==> src/rtl/rst_seq_pkg.sv <==
// Shared definitions for the reset sequencer: state encoding and sizing.
package rst_seq_pkg;

  localparam int CNT_W      = 20;
  localparam int MAX_STAGES = 8;
  localparam int IDX_W      = 3;

  typedef enum logic [2:0] {
    LOCK_WAIT = 3'd0,
    PHY_RST   = 3'd1,
    PHY_WAIT  = 3'd2,
    RELEASE   = 3'd3,
    RUN       = 3'd4
  } state_e;

endpackage

==> src/rtl/sync_2ff.sv <==
// 1-bit two-flop synchronizer for asynchronous status inputs, sync reset to 0.
module sync_2ff (
  input  logic clk_i,
  input  logic rst_i,
  input  logic d_i,
  output logic q_o
);

  logic meta_q, meta_d;
  logic sync_q, sync_d;

  // Next values: shift the async input through two stages.
  always_comb begin
    meta_d = d_i;
    sync_d = meta_q;
  end

  // Synchronizer flops.
  always_ff @(posedge clk_i) begin
    if (rst_i) begin
      meta_q <= 1'b0;
      sync_q <= 1'b0;
    end else begin
      meta_q <= meta_d;
      sync_q <= sync_d;
    end
  end

  assign q_o = sync_q;

endmodule

==> src/rtl/rst_seq_ctrl.sv <==
// Power-up reset sequencer: waits for stable PLL lock, pulses PHY reset,
// releases downstream stage resets in order, then flags done.
module rst_seq_ctrl
  import rst_seq_pkg::*;
#(
  parameter int unsigned       N_STAGES     = 3,
  parameter logic [CNT_W-1:0]  LOCK_STABLE  = 20'd1000,
  parameter logic [CNT_W-1:0]  PHY_RST_CYC  = 20'd50000,
  parameter logic [CNT_W-1:0]  PHY_WAIT_CYC = 20'd100000,
  parameter logic [CNT_W-1:0]  STAGE_GAP    = 20'd16
) (
  input  logic                clk_i,
  input  logic                rst_i,
  input  logic                pll_locked_i,
  input  logic                restart_i,
  output logic                phy_rstn_o,
  output logic [N_STAGES-1:0] stage_rst_o,
  output logic                done_o,
  output logic [2:0]          state_o
);

  localparam logic [CNT_W-1:0] LS_LAST  = LOCK_STABLE - CNT_W'(1);
  localparam logic [CNT_W-1:0] PR_LAST  = PHY_RST_CYC - CNT_W'(1);
  localparam logic [CNT_W-1:0] PW_LAST  = PHY_WAIT_CYC - CNT_W'(1);
  localparam logic [CNT_W-1:0] GAP_LAST = STAGE_GAP - CNT_W'(1);
  localparam logic [IDX_W-1:0] IDX_LAST = IDX_W'(N_STAGES - 1);

  logic lock;

  state_e             state_q, state_d;
  logic [CNT_W-1:0]   cnt_q, cnt_d;
  logic [IDX_W-1:0]   idx_q, idx_d;
  logic               phy_rstn_q, phy_rstn_d;
  logic [N_STAGES-1:0] stage_rst_q, stage_rst_d;
  logic               done_q, done_d;

  sync_2ff u_lock_sync (
    .clk_i (clk_i),
    .rst_i (rst_i),
    .d_i   (pll_locked_i),
    .q_o   (lock)
  );

  // Next state, counter and stage index; outputs derived from the next state
  // so that they are registered alongside it.
  always_comb begin
    state_d = state_q;
    cnt_d   = cnt_q;
    idx_d   = idx_q;

    unique case (state_q)
      LOCK_WAIT: begin
        idx_d = '0;
        if (!lock || restart_i) begin
          cnt_d = '0;
        end else if (cnt_q == LS_LAST) begin
          state_d = PHY_RST;
          cnt_d   = '0;
        end else begin
          cnt_d = cnt_q + CNT_W'(1);
        end
      end
      PHY_RST: begin
        if (cnt_q == PR_LAST) begin
          state_d = PHY_WAIT;
          cnt_d   = '0;
        end else begin
          cnt_d = cnt_q + CNT_W'(1);
        end
      end
      PHY_WAIT: begin
        if (cnt_q == PW_LAST) begin
          state_d = RELEASE;
          cnt_d   = '0;
          idx_d   = '0;
        end else begin
          cnt_d = cnt_q + CNT_W'(1);
        end
      end
      RELEASE: begin
        if (cnt_q == GAP_LAST) begin
          cnt_d = '0;
          if (idx_q == IDX_LAST) begin
            state_d = RUN;
          end else begin
            idx_d = idx_q + IDX_W'(1);
          end
        end else begin
          cnt_d = cnt_q + CNT_W'(1);
        end
      end
      RUN: begin
        cnt_d = '0;
      end
      default: begin
        state_d = LOCK_WAIT;
        cnt_d   = '0;
        idx_d   = '0;
      end
    endcase

    // Lock loss or soft restart outside LOCK_WAIT aborts back to reset values.
    if (state_q != LOCK_WAIT && (!lock || restart_i)) begin
      state_d = LOCK_WAIT;
      cnt_d   = '0;
      idx_d   = '0;
    end

    phy_rstn_d = (state_d == PHY_WAIT) || (state_d == RELEASE) || (state_d == RUN);
    done_d     = (state_d == RUN);
    for (int unsigned k = 0; k < N_STAGES; k++) begin
      stage_rst_d[k] = !((state_d == RUN) ||
                         ((state_d == RELEASE) && (k <= 32'(idx_d))));
    end
  end

  // State, counter and registered outputs.
  always_ff @(posedge clk_i) begin
    if (rst_i) begin
      state_q     <= LOCK_WAIT;
      cnt_q       <= '0;
      idx_q       <= '0;
      phy_rstn_q  <= 1'b0;
      stage_rst_q <= '1;
      done_q      <= 1'b0;
    end else begin
      state_q     <= state_d;
      cnt_q       <= cnt_d;
      idx_q       <= idx_d;
      phy_rstn_q  <= phy_rstn_d;
      stage_rst_q <= stage_rst_d;
      done_q      <= done_d;
    end
  end

  assign phy_rstn_o  = phy_rstn_q;
  assign stage_rst_o = stage_rst_q;
  assign done_o      = done_q;
  assign state_o     = state_q;

endmodule

==> config.mk <==
export PLATFORM = sky130hd
export DESIGN_NAME = rst_seq_ctrl
export DESIGN_NICKNAME = d
export VERILOG_FILES = /design/src/rtl/rst_seq_pkg.sv /design/src/rtl/sync_2ff.sv /design/src/rtl/rst_seq_ctrl.sv
export SDC_FILE = /design/constraint.sdc
export NUM_CORES = 1
export LEC_CHECK = 0
export ABC_AREA = 0
export CAP_MARGIN = 10
export CORE_MARGIN = 2
export CORE_UTILIZATION = 53
export CTS_BUF_LIST = sky130_fd_sc_hd__clkbuf_8
export DETAILED_ROUTE_END_ITERATION = 12
export PLACE_DENSITY_LB_ADDON = 0.05
export SLEW_MARGIN = 20
export SYNTH_ARGS = -nofsm -noshare
export SYNTH_HDL_FRONTEND = slang
export SYNTH_SLANG_ARGS = --single-unit
==> constraint.sdc <==
create_clock -name clk_i -period 2.3 [get_ports clk_i]
set_clock_uncertainty 0.05 [all_clocks]
set_input_delay 0.345 -clock clk_i [delete_from_list [all_inputs] [get_ports clk_i]]
set_output_delay 0.345 -clock clk_i [all_outputs]
set_load 0.03 [all_outputs]
==> results.cfg <==
[power_and_ir_drop]
power.leakage_nw = 0.770
p_per_area_mw_per_mm2 = 524
power_w = 0.00115
ir_drop_v = 0.000534

[clock_tree]
cts_root_buf = clkbuf_8
cts_buffers = 5
clk_latency_ps = 290
hold_buffers = 0
clock_path_buffers = 2
htreeDepth = 2
cts_tree = built
cts_num_sinks = 33
clkTransAtPathRegs_ps = 70

[yosys]
syn_area_mm2 = 0.00180
synthDistinctLibCells = 50
yosysSeqAreaShare_pct = 36.7
synth_simple_gate_area_share_pct = 35.0
netlist_instances = 215
synthMuxAreaShare_pct = 0.835
ys_warn_count = 0
synth_nets = 222
synth-compound-area-share_pct = 9.81
synth_xor_area_share_pct = 9.26
synthAdderAreaFrac_pct = 2.09
synth_seq_cells = 33
synth_top_family_by_area = simple AND/OR/NAND/NOR gates
avgSynthCellArea_um2 = 8.36

[status]
failed_checks = setup timing
status = finished, violations left

[grt]
antenna_found_initial = 0
grt_usage_pct = 23.6
grt_overflow = 0
grt_pass1_wl_mm = 7.29
grt_max_degree = 14
grt_pass1_vias = 1526

[min_path]
hold_class = reg -> reg
hold_path_end = u_lock_sync.q_o$_SDFF_PP0_
whs_path_depth = 1
hp-start = u_lock_sync.meta_q$_SDFF_PP0_

[sta]
fin_crit_sh_pct = 102
min_period_ps = 2360
finalHoldViolations = 0
tightest_slew_ps = 498
max_clock_freq_ghz = 0.424
rsz0062_at_grt = yes
setup_viol = 24
maxSlewHeadroom_pct = 66.7
hold_slack_ps = 406
timing.final.ws_setup_ps = -56.5
drv_slew = 0

[place]
dpl.hpwl_mm = 2.99
gp_congestion = 0.905
pre_cts_slack_ps = -132
place.port_buffers = 11
placed_cell_area_mm2 = 0.00200

[drt]
vias = 1638
drcViolationCount = 0
drtIter0Drc = 170
drtAntennaViolNets = 0
via_per_inst = 5.75
wire_per_inst_um = 15.0
firstDrtPassIters = 4
drt_wl_total_mm = 4.28

[worst_setup_path]
r2r-end = state_o[1]$_SDFF_PP0_
crit_chain = or4_4, or4b_4, buf_4, nor4_4, buf_4, nand3_1, nor3b_1
start_kind = register
path_max_fanout = 6
cpMaxStageDelayCell = or4_4
r2r_cells = 7
criticalPathCategory = reg -> reg
crit_family = simple AND/OR/NAND/NOR gates
rr_startpoint = cnt_q[4]$_SDFF_PP0_
worstPathArrival_ps = 2470
endpoint_kind = register
worstPathRequired_ps = 2410
critPathBufInv = 2
cp_slowest_stage_delay_ps = 530
regToRegSetupSlack_ps = -60
cpMostUsedCell = buf_4

[final_layout]
n_antenna_cell = 0
nets = 245
fin_area_mm2 = 0.00221
utilization_pct = 67.2
drive_gt1_share_pct = 18.8
nFillCells = 283
area_growth_pct = 22.7

[floorplanning]
start_util_pct = 54.7
dieArea_mm2 = 0.00387
core_mm2 = 0.00328
fp.dieW_um = 62.2
fp.dieH_um = 62.2
core.rowCount = 21
ios = 12

[run]
maxCapViolations = 0
## repair_timing
| item | in CTS | in global routing |
|---|---|---|
| cloned | 1 | 0 |
| buffers inserted | 1 | 0 |
| pin swaps | 5 | 3 |
| setup endpoints to repair | 25 | 28 |
| gates resized for setup | 5 | 6 |
## synth_stat cells (all sizes together)
cell type	n	share of area, %
inv	6	1.3
ha	3	2.1
or4b	1	0.56
and2	4	1.5
xnor2	9	4.4
clkbuf	4	1.5
nor4	5	1.7
nor2b	7	2.4
or2	1	0.35
a21oi	8	2.2
nor3	6	1.7
nand3	10	3.1
nand4	9	3.1
nor3b	1	0.42
or4	2	1.0
nor4b	1	0.49
xor2	10	4.9
a31o	1	0.49
o211ai	1	0.42
a221o	1	0.56
or2b	1	0.49
nand4b	3	1.5
and2b	1	0.49
o22a	1	0.56
dfxtp	33	37
and4	2	1.0
nand2	14	2.9
and3	6	2.1
buf	6	2.9
nor2	37	7.7
mux2	1	0.83
o22ai	1	0.35
a211oi	1	0.42
o21a	1	0.42
and4bb	1	0.70
dlygate4sd3	1	0.56
nand2b	3	1.0
a31oi	2	0.70
or3	2	0.70
o21ai	5	1.4
o31ai	3	2.3
## cells by family (layout without fill, tap and decap cells)
family	after synthesis	count (layout)
muxes	1	1
and+or+nand+nor	117	117
buffers and inverters	17	41
AOI/OAI and AO/OA	25	25
DFF	33	33
xor gates and xnor gates	19	19
adders and majority gates	3	3
## registers in the layout (all words and copies together) (netlist names)
signal	count
cnt_q	20
idx_q	3
stage_rst_o	3
state_o	3
done_o	1
phy_rstn_o	1
u_lock_sync.meta_q	1
u_lock_sync.q_o	1
## stage by stage
| step | std cells | setup TNS, ps |
|---|---|---|
| finish | 285 | -905 |
| global route | 285 | -2300 |
| CTS | 285 | -447 |
| detailed placement | 275 | -1290 |
| global placement | 275 | -364 |
| floorplan | 215 | -2930 |
## cell type report
type                            count  area, um2  area share [%]
Clock buffer                        6       82.6            3.74
Clock inverter                      2       33.8            1.53
Inverter                            6       22.5            1.02
Multi-Input combinational cell    165       1090            49.2
Sequential cell                    33        661            29.9
Tap cell                           46       57.6            2.61
Timing Repair Buffer               27        263            11.9
## metal layers
layer | part of all wire (%) | wire length (um) | vias to the layer above | GRT usage [%]
met1 | 41 | 1770 | 775 | 29.1
met2 | 51 | 2190 | 55 | 40.9
met4 | 2.2 | 95 | 0 | 7.22
met3 | 5.1 | 219 | 10 | 5.43
li1 | - | - | 798 | -
met5 | 0 | 0 | - | 0
## where the power goes
part           total [W]  internal (W)  switching [W]
logic          0.0000215     0.0000113      0.0000102
registers       0.000574      0.000573    0.000000866
clock network   0.000559      0.000349       0.000211
total            0.00115      0.000933       0.000222
## how the worst max path moves through the flow
stage	start	to	slack [ps]	cells after the start
finish	cnt_q[4]$_SDFF_PP0_	state_o[1]$_SDFF_PP0_	-60	7
detailed placement	cnt_q[4]$_SDFF_PP0_	stage_rst_o[2]$_SDFF_PP1_	-130	7
floorplan	cnt_q[5]$_SDFF_PP0_	cnt_q[5]$_SDFF_PP0_	-140	9
global placement	cnt_q[4]$_SDFF_PP0_	stage_rst_o[2]$_SDFF_PP1_	-120	7
CTS	cnt_q[4]$_SDFF_PP0_	stage_rst_o[1]$_SDFF_PP1_	-40	6
global route	cnt_q[4]$_SDFF_PP0_	state_o[1]$_SDFF_PP0_	-110	7
## placed cells by master, fill, tap and decap left out, types with 2 or more instances in the layout
cell | Yosys | layout
nor2_1 | 37 | 37
dfxtp_1 | 33 | 33
nand2_1 | 14 | 14
buf_4 | 4 | 14
clkdlybuf4s50_1 | 0 | 11
xor2_1 | 10 | 10
nand4_1 | 9 | 9
xnor2_1 | 9 | 9
nand3_1 | 9 | 8
inv_1 | 6 | 7
nor2b_1 | 7 | 7
a21oi_1 | 8 | 7
and3_1 | 6 | 6
clkbuf_8 | 1 | 6
nor3_1 | 6 | 4
nor4_1 | 5 | 3
nand2b_1 | 3 | 3
nand4b_1 | 3 | 3
o21ai_0 | 5 | 3
and2_1 | 3 | 3
ha_1 | 3 | 3
nand3_2 | 1 | 2
or3_1 | 2 | 2
o31ai_2 | 1 | 2
nor3_2 | 0 | 2
a31oi_1 | 2 | 2
(Power assumes the default switching activity.)
